[src/rtl/unflatten_stream_pkg.sv]
// Shared definitions for the unflatten stage: default map geometry and FSM states.
package unflatten_stream_pkg;

  localparam int CNN_DATA_WIDTH   = 8;
  localparam int POOL_OFMAP_SIZE  = 3;
  localparam int POOL_PIXEL_COUNT = POOL_OFMAP_SIZE * POOL_OFMAP_SIZE;

  typedef enum logic {UF_FILL, UF_FULL} unflatten_state_t;

endpackage

[src/rtl/unflatten_stream_if.sv]
// Pixel-stream input and parallel-map output of the unflatten stage.
interface unflatten_stream_if
  import unflatten_stream_pkg::*;
#(
  parameter int DATA_WIDTH = CNN_DATA_WIDTH,
  parameter int ROWS       = POOL_OFMAP_SIZE,
  parameter int COLS       = POOL_OFMAP_SIZE
);

  logic [DATA_WIDTH-1:0]                     pixel_in;
  logic                                      pixel_valid;
  logic                                      pixel_last;
  logic                                      pixel_ready;
  logic [ROWS-1:0][COLS-1:0][DATA_WIDTH-1:0] map_out;
  logic                                      map_valid;
  logic                                      map_ready;
  logic                                      len_err;

  modport master (
    output pixel_in, pixel_valid, pixel_last, map_ready,
    input  pixel_ready, map_out, map_valid, len_err
  );

  modport slave (
    input  pixel_in, pixel_valid, pixel_last, map_ready,
    output pixel_ready, map_out, map_valid, len_err
  );

endinterface

[src/rtl/unflatten_stream_addr_cnt.sv]
// Row/column write-address counter with wrap, last-position flag and clear.
module unflatten_stream_addr_cnt #(
  parameter int ROWS  = 3,
  parameter int COLS  = 3,
  parameter int ROW_W = (ROWS > 1) ? $clog2(ROWS) : 1,
  parameter int COL_W = (COLS > 1) ? $clog2(COLS) : 1
) (
  input  logic             clk,
  input  logic             reset,
  input  logic             clear,
  input  logic             inc,
  output logic [ROW_W-1:0] row,
  output logic [COL_W-1:0] col,
  output logic             at_last
);

  logic row_end;
  logic col_end;

  assign row_end = (row == ROW_W'(ROWS - 1));
  assign col_end = (col == COL_W'(COLS - 1));
  assign at_last = row_end & col_end;

  // Advance row-major; wrapping past the final position lands back on [0][0].
  always_ff @(posedge clk) begin
    if (reset || clear) begin
      row <= '0;
      col <= '0;
    end else if (inc) begin
      if (col_end) begin
        col <= '0;
        row <= row_end ? '0 : row + 1'b1;
      end else begin
        col <= col + 1'b1;
      end
    end
  end

endmodule

[src/rtl/unflatten_stream.sv]
// Rebuilds a ROWS x COLS feature map from a row-major pixel stream into a
// single flop-array frame buffer, presents it, then clears for the next frame.
module unflatten_stream
  import unflatten_stream_pkg::*;
#(
  parameter int DATA_WIDTH = CNN_DATA_WIDTH,
  parameter int ROWS       = POOL_OFMAP_SIZE,
  parameter int COLS       = POOL_OFMAP_SIZE
) (
  input  logic              clk,
  input  logic              reset,
  unflatten_stream_if.slave bus
);

  localparam int ROW_W = (ROWS > 1) ? $clog2(ROWS) : 1;
  localparam int COL_W = (COLS > 1) ? $clog2(COLS) : 1;

  unflatten_state_t state;
  unflatten_state_t state_next;

  logic [ROW_W-1:0] row;
  logic [COL_W-1:0] col;
  logic             at_last;
  logic             accept;
  logic             frame_release;
  logic             ready_c;
  logic             valid_c;
  logic             len_err_q;

  logic [ROWS-1:0][COLS-1:0][DATA_WIDTH-1:0] map_q;

  // Handshakes are derived from the registered state only.
  assign accept        = bus.pixel_valid & (state == UF_FILL);
  assign frame_release = bus.map_ready & (state == UF_FULL);

  unflatten_stream_addr_cnt #(
    .ROWS  (ROWS),
    .COLS  (COLS),
    .ROW_W (ROW_W),
    .COL_W (COL_W)
  ) u_addr_cnt (
    .clk     (clk),
    .reset   (reset),
    .clear   (frame_release),
    .inc     (accept),
    .row     (row),
    .col     (col),
    .at_last (at_last)
  );

  // State register.
  always_ff @(posedge clk) begin
    if (reset) state <= UF_FILL;
    else       state <= state_next;
  end

  // Next state and handshake outputs; a frame ends at the last slot or on an early pixel_last.
  always_comb begin
    state_next = state;
    ready_c    = 1'b0;
    valid_c    = 1'b0;
    case (state)
      UF_FILL: begin
        ready_c = 1'b1;
        if (accept && (at_last || bus.pixel_last)) state_next = UF_FULL;
      end
      UF_FULL: begin
        valid_c = 1'b1;
        if (frame_release) state_next = UF_FILL;
      end
      default: state_next = UF_FILL;
    endcase
  end

  // Frame buffer: write the addressed slot on accept, wipe everything on release so
  // entries skipped by an early end read back as zero.
  always_ff @(posedge clk) begin
    if (reset || frame_release) map_q <= '0;
    else if (accept)            map_q[row][col] <= bus.pixel_in;
  end

  // Length error: pixel_last and the final slot must coincide on the same accept.
  always_ff @(posedge clk) begin
    if (reset) len_err_q <= 1'b0;
    else       len_err_q <= accept & (at_last ^ bus.pixel_last);
  end

  assign bus.pixel_ready = ready_c;
  assign bus.map_valid   = valid_c;
  assign bus.map_out     = map_q;
  assign bus.len_err     = len_err_q;

endmodule
[src/flat_wrapper.sv]
// flat-port wrapper written by rule: the top's interface ports become plain ports
module unflatten_stream_flat import unflatten_stream_pkg::*;
#(
  parameter int DATA_WIDTH = CNN_DATA_WIDTH,
  parameter int ROWS       = POOL_OFMAP_SIZE,
  parameter int COLS       = POOL_OFMAP_SIZE
)
  (clk, reset, bus_pixel_in, bus_pixel_valid, bus_pixel_last, bus_map_ready, bus_pixel_ready, bus_map_out, bus_map_valid, bus_len_err);
  unflatten_stream_if #(.DATA_WIDTH(DATA_WIDTH), .ROWS(ROWS), .COLS(COLS)) bus_i ();
  input  logic clk;
  input  logic reset;
  input wire logic [$bits(bus_i.pixel_in)-1:0] bus_pixel_in;
  input wire logic [$bits(bus_i.pixel_valid)-1:0] bus_pixel_valid;
  input wire logic [$bits(bus_i.pixel_last)-1:0] bus_pixel_last;
  input wire logic [$bits(bus_i.map_ready)-1:0] bus_map_ready;
  output wire logic [$bits(bus_i.pixel_ready)-1:0] bus_pixel_ready;
  output wire logic [$bits(bus_i.map_out)-1:0] bus_map_out;
  output wire logic [$bits(bus_i.map_valid)-1:0] bus_map_valid;
  output wire logic [$bits(bus_i.len_err)-1:0] bus_len_err;
  assign bus_i.pixel_in = bus_pixel_in;
  assign bus_i.pixel_valid = bus_pixel_valid;
  assign bus_i.pixel_last = bus_pixel_last;
  assign bus_i.map_ready = bus_map_ready;
  assign bus_pixel_ready = bus_i.pixel_ready;
  assign bus_map_out = bus_i.map_out;
  assign bus_map_valid = bus_i.map_valid;
  assign bus_len_err = bus_i.len_err;
  unflatten_stream #(.DATA_WIDTH(DATA_WIDTH), .ROWS(ROWS), .COLS(COLS)) u_core (.clk(clk), .reset(reset), .bus(bus_i));
endmodule
[config.mk]
export PLATFORM = sky130hd
export DESIGN_NAME = unflatten_stream_flat
export DESIGN_NICKNAME = d
export VERILOG_FILES = /design/src/rtl/unflatten_stream_pkg.sv /design/src/rtl/unflatten_stream_if.sv /design/src/rtl/unflatten_stream_addr_cnt.sv /design/src/rtl/unflatten_stream.sv /design/src/flat_wrapper.sv
export SDC_FILE = /design/constraint.sdc
export NUM_CORES = 1
export LEC_CHECK = 0
export BUFFER_PORTS_ARGS = -buffer_cell sky130_fd_sc_hd__buf_4
export CORE_ASPECT_RATIO = 1.25
export CORE_MARGIN = 3
export CORE_UTILIZATION = 51
export DETAILED_ROUTE_END_ITERATION = 6
export PLACE_DENSITY = 0.87
export SYNTH_ARGS = -nofsm -noshare
export SYNTH_HDL_FRONTEND = slang
export SYNTH_SLANG_ARGS = --single-unit
export TNS_END_PERCENT = 5
[constraint.sdc]
create_clock -name clk -period 1.75 [get_ports clk]
set_input_delay 0 -clock clk [delete_from_list [all_inputs] [get_ports clk]]
set_output_delay 0 -clock clk [all_outputs]
set_load 0.01 [all_outputs]
* Word level (Yosys, flattened, before mapping) *
Cells that the tools add are included.

storage, ports and cells
  output and inout bits = 75
  input bits = 13
  flip-flop bits (word level) = 78
  word-level logic and storage cells = 45

cells by class
  equality and inequality tests = 2
  order comparisons = 4
  reduce and logical (&&, ||, !) cells = 6
  add/subtract/negate cells = 2
  bitwise gates (word level) = 6
  mux-type cells = 12

operators with widths
  cell                                                         number
  bitwise mux 72 bit                                           1
  demux 24 bit (select 2 bit)                                  1
  2-to-1 mux 24 bit                                            1
  demux 8 bit (select 2 bit)                                   1
  2-to-1 mux 8 bit                                             1
  less-than comparator 2 x 3 -> 1 bit (second input constant)  2
  adder 2 x 1 -> 2 bit (second input constant)                 2
  bitwise AND 1 bit                                            4
  == test 2 bit (second input constant)                        2
  >= comparator 2 x 1 -> 1 bit (second input constant)         2
  2-to-1 mux 1 bit                                             4
  2-to-1 mux 2 bit                                             2
  logical AND 1 bit                                            3
  logical OR 1 bit                                             2
  one-hot mux 1 bit (2 select lines)                           1
  AND reduction 2 bit                                          1
  inverter 1 bit                                               1
  bitwise XOR 1 bit                                            1

* Depth between registers and ports, before layout *
Gate-level depths: netlist of run 1.

  depth in word-level cells = 7
  mapped depth = 6
  gate-level depth less buffers = 5

* Hierarchy *
From an unflattened synthesis of run 1, not the netlist that was laid out.

second synthesis, totals
  cells, all modules = 280
  area total of the unflattened synthesis = 2,965.3 um2

by module, submodules not included
  module                     cells each  instances  area an instance (um2)
  unflatten_stream           262         1          2,762.6
  unflatten_stream_addr_cnt  18          1          202.7

* Worst setup path after synthesis of run 1 *
Ideal clock, no wire load.

  path kind = register to register
  start = register u_core.state
  end = register u_core.map_q (netlist bit u_core.bus.map_out[47])
  setup time = 0.122 ns
  stages on the path, launching flop included = 6
  clock period less this slack = 1.456 ns
  buffers on the path = 2
  data arrival time = 1.334 ns
  required time = 1.628 ns
  slack = 0.294 ns
  cell sequence = dfxtp_1 buf_6 nand4bb_4 or3b_1 buf_6 mux2i_1

between the ends
  word-level cells in the longest chain between the ends = 2

RTL lines
  element                                                RTL line                                        source
  start, declared                                        unflatten_stream.sv:18                          unflatten_state_t state;
  start signal, assigned                                 unflatten_stream.sv:54                          else state <= state_next;
  bitwise AND 1 bit or inverter 1 bit (tied branches)    unflatten_stream.sv:34, unflatten_stream.sv:33
  logical OR 1 bit or bitwise AND 1 bit (tied branches)  unflatten_stream.sv:78, unflatten_stream.sv:33
  end signal, assigned by index                          unflatten_stream.sv:79                          else if (accept) map_q[row][col] <= bus.pixel_in;
  end, declared                                          unflatten_stream.sv:30                          logic [ROWS-1:0][COLS-1:0][DATA_WIDTH-1:0] map_q;

Parallel ways exist; a longest one is shown, timed or not.
A chain may end at the register's enable or synchronous reset.

* Worst setup path in the final report of run 1 *
  start = register u_core.u_addr_cnt.col[1]
  end = register u_core.map_q (netlist bit u_core.bus.map_out[42])

between the ends
  word-level cells in the longest chain between the ends = 7

RTL lines
  element                                                                                                    RTL line                         source
  start, declared                                                                                            unflatten_stream_addr_cnt.sv:13  output logic [COL_W-1:0] col,
  start signal, assigned                                                                                     unflatten_stream_addr_cnt.sv:34  col <= col + 1'b1;
  less-than comparator 2 x 3 -> 1 bit (not written as such) or >= comparator 2 x 1 -> 1 bit (tied branches)  unflatten_stream.sv:79
  logical AND 1 bit (not written as such)                                                                    unflatten_stream.sv:79
  2-to-1 mux 8 bit (not written as such)                                                                     unflatten_stream.sv:79
  demux 8 bit (select 2 bit) (*)                                                                             n/a
  2-to-1 mux 24 bit (not written as such) (*)                                                                unflatten_stream.sv:79
  demux 24 bit (select 2 bit) (*)                                                                            n/a
  bitwise mux 72 bit (*)                                                                                     unflatten_stream.sv:79

Every way passes the cells marked *; elsewhere a longest branch is shown, timed or not.

==> metrics, run 1 <==
FF-to-FF End=u_core.bus.map_out[42]$_SDFFE_PP0P_; Post-Syn Area=3010 sq um; sequential fraction of the synthesis area=51.8%; FF+latch area=between 1500 and 2000 sq um; cell count after synthesis=281; Area Overhead vs Synth=27.8%; Setup TNS=0 ps; fin nets=387; Worst Path Required=1950 ps; Final Hold Viols=0; synth warn=0; port bufs=87; clock tree buffer depth=2; fin crit period=~1600 ps; Cell Chain, Critical Path=nand4bb_4, or3b_1, mux2i_1; Tot Pwr=3190 uW; Cell Rows=30; global-route wire length before repair=approximately 11,000 um; via count=2,276; final setup violation count=0; Critical-path top delay cell=or3b_1; Core Region=5560 sq um; worst skew pair latency=about 340 ps; largest net degree at the start of global routing=52; Initial DRT Pass Iterations=4; WL/cell=15.9 um; initial antenna violation count=0; detailed-route DRC error count=0; Post-CTS Setup Inserts=0; vias in the first global route=2,197; antenna cell count=0; reported max-cap violation count=0; drt initial violations=between 80 and 90; Multi-input gate area=around 1300 sq um; tightest hold margin=between 15 and 20 ps; Ports=88; Synth Area per Inst=between 10 and 15 sq um; Setup CP Type=register to register; share of layout cells above drive strength 1=33.6%; CTS tree=yes; Max Fanout on Critical Path=9; Critical path buffers and inverters=0; hold_sp=bus_map_ready; worst reg-to-reg path cell count=3; end of the worst hold path=u_core.u_addr_cnt.row[1]$_SDFFE_PP0P_; syn_nets=295; Sinks on Clock Net=78; HP Class=primary input to register; # H-tree levels=3; Distinct cells, synth=31; final core occ=69.3%; Worst path max stage delay=610 ps; clock buffer count from CTS=9; number of cells on the worst hold path=3; final WL=6980 um; Tcrit/Tclk final=between 90% and 100%; FMAX=613 MHz; CP Launch Type=register; average vias per placed instance=5.18; static leakage=roughly 0.002 uW; # hold bufs at CTS=2; post-CTS sizing=0; RSZ-0062 raised after global routing=false; number of fill cells=between 400 and 500; Initial Utilization=around 54%; GRT Resource Usage Total=between 20% and 30%; Root Buffer Master=clkbuf_8; Max-slew headroom=68.5%; status=completed; clk slew on worst S/H paths=~70 ps; die area=6870 sq um; R2R Path Start=u_core.u_addr_cnt.col[1]$_SDFFE_PP0P_; Critical Path AT=1830 ps; Worst R2R Setup Slack=about 120 ps; Final Skew=5.80 ps; Post-DP HPWL=roughly 5000 um; Peak VDD IR=582 uV; fin. max-slew vios=0; routability cong.=0.760; CP endpoint kind=register; worst-margin pin slew=472 ps; Die H=91.9 um; Yosys reg bits=a little under 80; global route overflow=0; power per standard cell area=approximately 830 nW/um^2; die width=74.7 um; antenna-violating nets left=0; delay-heaviest family, CP=simple AND/OR/NAND/NOR gates; CP Depth=3
where the power goes:
part	switching [uW]	internal, uW	total, uW
clock	581	484	1070
sequential	20.3	1810	1830
combinational	168	128	295
worst max-delay path by stage:
stage,startpoint,slack [ps],end
6_report,u_core.u_addr_cnt.col[1]$_SDFFE_PP0P_,120,u_core.bus.map_out[42]$_SDFFE_PP0P_
5_1_grt,u_core.u_addr_cnt.col[1]$_SDFFE_PP0P_,30,u_core.bus.map_out[42]$_SDFFE_PP0P_
3_3_place_gp,u_core.u_addr_cnt.col[1]$_SDFFE_PP0P_,210,u_core.bus.map_out[47]$_SDFFE_PP0P_
3_5_place_dp,u_core.u_addr_cnt.col[1]$_SDFFE_PP0P_,160,u_core.bus.map_out[42]$_SDFFE_PP0P_
4_1_cts,u_core.u_addr_cnt.col[1]$_SDFFE_PP0P_,130,u_core.bus.map_out[42]$_SDFFE_PP0P_
2_1_floorplan,u_core.state$_SDFF_PP0_,290,u_core.bus.map_out[47]$_SDFFE_PP0P_
synth_stat cells:
library cell | instances | share of area, %
dfxtp_1 | 78 | 52
nand2_1 | 74 | 9.2
mux2i_1 | 73 | 24
nand2_2 | 12 | 2.5
buf_2 | 5 | 0.83
buf_6 | 4 | 1.5
nor2_1 | 4 | 0.50
a21oi_1 | 3 | 0.50
clkbuf_8 | 3 | 1.4
inv_1 | 2 | 0.25
nand2b_1 | 2 | 0.42
nor2b_1 | 2 | 0.42
a21o_2 | 1 | 0.29
a21oi_2 | 1 | 0.29
and2_2 | 1 | 0.25
and4bb_2 | 1 | 0.42
clkbuf_1 | 1 | 0.12
clkbuf_2 | 1 | 0.17
clkdlybuf4s15_2 | 1 | 0.37
ha_1 | 1 | 0.42
nand3_1 | 1 | 0.17
nand3_2 | 1 | 0.33
nand3b_1 | 1 | 0.25
nand4_2 | 1 | 0.42
nand4b_1 | 1 | 0.29
nand4bb_4 | 1 | 0.91
nor3_1 | 1 | 0.17
nor3b_1 | 1 | 0.25
nor4b_4 | 1 | 0.79
o21a_1 | 1 | 0.25
or3b_1 | 1 | 0.29
cells by family (layout without fill, tap and decap cells):
group,count (synthesis),after routing,synth area share (%)
and+or+nand+nor,106,106,17.6
DFF,78,78,51.8
muxes,73,73,24.3
buffers and inverters,17,111,4.61
AOI/OAI and AO/OA,6,6,1.33
adders and majority gates,1,1,0.415
worst min-delay path: cells and delay by family:
kind                   cells  cell delay [ps]
AO/OA/AOI/OAI              2              200
buffers and inverters      1              100
per-stage QoR:
step | setup slack (ps) | std cells | instance area [sq um]
finish | 120 | 439 | 3850
global placement | 212 | 424 | 3690
CTS | 134 | 439 | 3850
detailed placement | 156 | 424 | 3690
global route | 29.1 | 439 | 3850
floorplan | 294 | 281 | 3010
cell usage in the layout, fill, tap and decap left out, types with 2 or more instances in the layout:
cell           synthesis  layout
a21oi_1                3       3
buf_4                  0      93
clkbuf_8               3       9
clkinv_2               0       3
dfxtp_1               78      78
dlygate4sd3_1          0       2
inv_1                  2       2
mux2i_1               73      73
nand2_1               74      74
nand2_2               12      12
nand2b_1               2       2
nor2_1                 4       4
nor2b_1                2       2
layer usage:
layer  GRT usage (%)  up-vias  wire length, um
li1                -     1116                -
met1            24.2     1083             2780
met2            37.1       71             3720
met3            6.14        6              393
met4            7.42        0               86
met5               0        -                0
layout make-up:
cell class | count | share of cell area (%)
flip-flops and latches | 78 | 40.6
multi-input cells | 186 | 34.3
repair buffers | 96 | 19.2
clock buffers | 10 | 3.31
well taps | 64 | 2.08
clock inverters | 3 | 0.390
inverters | 2 | 0.195
registers in the layout, indices dropped and copies added (netlist names):
signal	flops
u_core.u_addr_cnt.col	2
u_core.bus.map_out	72
u_core.bus.len_err	1
u_core.u_addr_cnt.row	2
u_core.state	1
Note: power is estimated with default switching activity, not from simulation.
==> inputs of run 2 (changes only) <==
BUFFER_PORTS_ARGS = default   (was -buffer_cell sky130_fd_sc_hd__buf_4)
CORE_UTILIZATION = 62   (was 51)
DONT_BUFFER_PORTS = 1   (was default)
PLACE_DENSITY = 0.86   (was 0.87)
==> run 2 against run 1 <==
  * Flip-flop and latch count stayed put
  * Core utilization is 4.9 points higher
  * Fmax is 1.1% lower
  * Final cell count is 19% lower
  * Sequential power hardly changed
  * Wire length is 5.8% lower
  * Design area is 12% lower
  * Critical path depth is 1 higher
  * Clock-buffer cell count is 3 higher
  * First-iteration DRC count is 51% higher
==> metrics, run 2 (same netlist as run 1, synthesis figures left out) <==
WL/cell=18.4 um (+16%); Post-DP HPWL=4420 um (-11%); Post-CTS Setup Inserts=0 (unchanged); grt met2 use=41.2% (+4.1 points); Peak VDD IR=739 uV (+27%); most common cell after layout, fill and taps aside=dfxtp_1; Critical Path AT=1880 ps (+50 ps); share of layout cells above drive strength 1=15.4% (-18 points); global route overflow=0 (unchanged); Area Overhead vs Synth=12.3%; tightest hold margin=11.6 ps (-4.12 ps); met1 GRT Util=28.8% (+4.6 points); initial antenna violation count=0 (unchanged); Finished Cell Area=3380 sq um (-12%); Ports=88 (unchanged); Sinks on Clock Net=78 (unchanged); fin crit period=1650 ps (+18.8 ps); fin. max-slew vios=0 (unchanged); Final Hold Viols=0 (unchanged); reported max-cap violation count=0 (unchanged); Die H=83.9 um (-8.7%); average vias per placed instance=5.51 (+6.3%); Max-slew headroom=70.3% (+1.8 points); Cell Rows=27 (-10%); largest net degree at the start of global routing=42 (-19%); worst skew pair latency=330 ps (about the same); drt initial violations=133 (+51%); # H-tree levels=3 (unchanged); power per standard cell area=1060 nW/um^2 (+28%); die area=5740 sq um (-17%); layer with the highest usage=met2; port bufs=0 (-100%); antenna-violating nets left=0 (unchanged); Root Buffer Master=clkbuf_8; Max Fanout on Critical Path=7 (-2); met3 global-route usage=6.74% (+0.60 points); worst-margin pin slew=445 ps (-26.7 ps); Worst Path Required=1980 ps (+30 ps); Core Region=4560 sq um (-18%); HP Class=primary input to register; CP Launch Type=register; Initial Utilization=66.1% (+12 points); Initial DRT Pass Iterations=4 (unchanged); die width=68.4 um (-8.6%); Tot Pwr=3590 uW (+13%); final core occ=74.2% (+4.9 points); routability cong.=0.801 (+5.3%); Tcrit/Tclk final=94.2% (+1.1 points); static leakage=0.00162 uW (-19%); Final Skew=11.2 ps (+5.37 ps); vias in the first global route=2,060 (-6.2%); max reg flops=72 (unchanged); number of fill cells=333 (-22%); fin nets=308 (-20%); CTS tree=yes; antenna cell count=0 (unchanged); Worst R2R Setup Slack=100 ps (-20 ps); global-route wire length before repair=10,400 um (-5.6%); final WL=6580 um (-5.8%); final setup violation count=0 (unchanged); CP endpoint kind=register; FMAX=606 MHz (-1.1%); most frequent cells in the layout=dfxtp_1, nand2_1, mux2i_1; Setup TNS=0 ps (unchanged); clock buffer count from CTS=9 (unchanged); via count=1,967 (-14%); RSZ-0062 raised after global routing=false; status=completed; placed instance area=3040 sq um (-18%); clock tree buffer depth=2 (unchanged); clk slew on worst S/H paths=70 ps (about the same); Setup CP Type=register to register; GRT Resource Usage Total=24.4% (+3.1 points); detailed-route DRC error count=0 (unchanged)
[run 2: cell count changes in the layout (fill, tap and decap cells not counted), sizes merged]
cell	previous run	this run
clkinv	3	1
dlygate4sd3	2	10
buf	94	7
bufinv	0	2
clkbuf	10	13
[run 2: final timing paths]
check                                                      startpoint                             endpoint  cells past startpoint
worst max-delay path            u_core.u_addr_cnt.row[1]$_SDFFE_PP0P_        u_core.bus.len_err$_SDFF_PP0_                      4
worst min-delay path                                  bus_pixel_in[4]  u_core.bus.map_out[12]$_SDFFE_PP0P_                      2
worst max register to register  u_core.u_addr_cnt.row[1]$_SDFFE_PP0P_        u_core.bus.len_err$_SDFF_PP0_                      4
worst min register to register    u_core.bus.map_out[59]$_SDFFE_PP0P_  u_core.bus.map_out[59]$_SDFFE_PP0P_                      2
[run 2: per-stage QoR]
stage	std cells	setup WS [ps]
finish	357	101
global route	357	7.70
CTS	357	28.5
detailed placement	331	173
global placement	331	221
floorplan	281	294
[run 2: per-layer routing]
metal  up-vias  part of all wire [%]
met1       938                    41
li1        962                     -
met3        10                   6.0
met2        57                    51
met4         0                   1.3
met5         -                     0
[run 2: area by class of cell]
cell class	instances	area [sq um]	share of cell area [%]
tap	58	72.6	2.14
timing repair buffer	17	178	5.25
sequential	78	1570	46.3
multi-input combinational	186	1330	39.1
clock buffer	13	169	4.99
inverter	2	7.51	0.222
clock inverter	3	65.1	1.92
[run 2: critical path, stage by stage, from the launching register on]
cell	delay [ps]
dfxtp_1	450
nand3_1	110
ha_1	280
nor3b_2	150
dlygate4sd3_1	550
[run 2: where the power goes]
| group | switching [uW] | total, uW | internal (uW) |
|---|---|---|---|
| logic | 139 | 231 | 92.7 |
| clock network | 592 | 1510 | 919 |
| registers | 42.7 | 1850 | 1810 |
[run 2: what timing repair did]
action / 4_1_cts / 5_1_grt
hold endpoints to repair: 57 / 0
resized for setup: 0 / 5
setup endpoints to repair: 0 / 1
hold buffers: 10 / 0
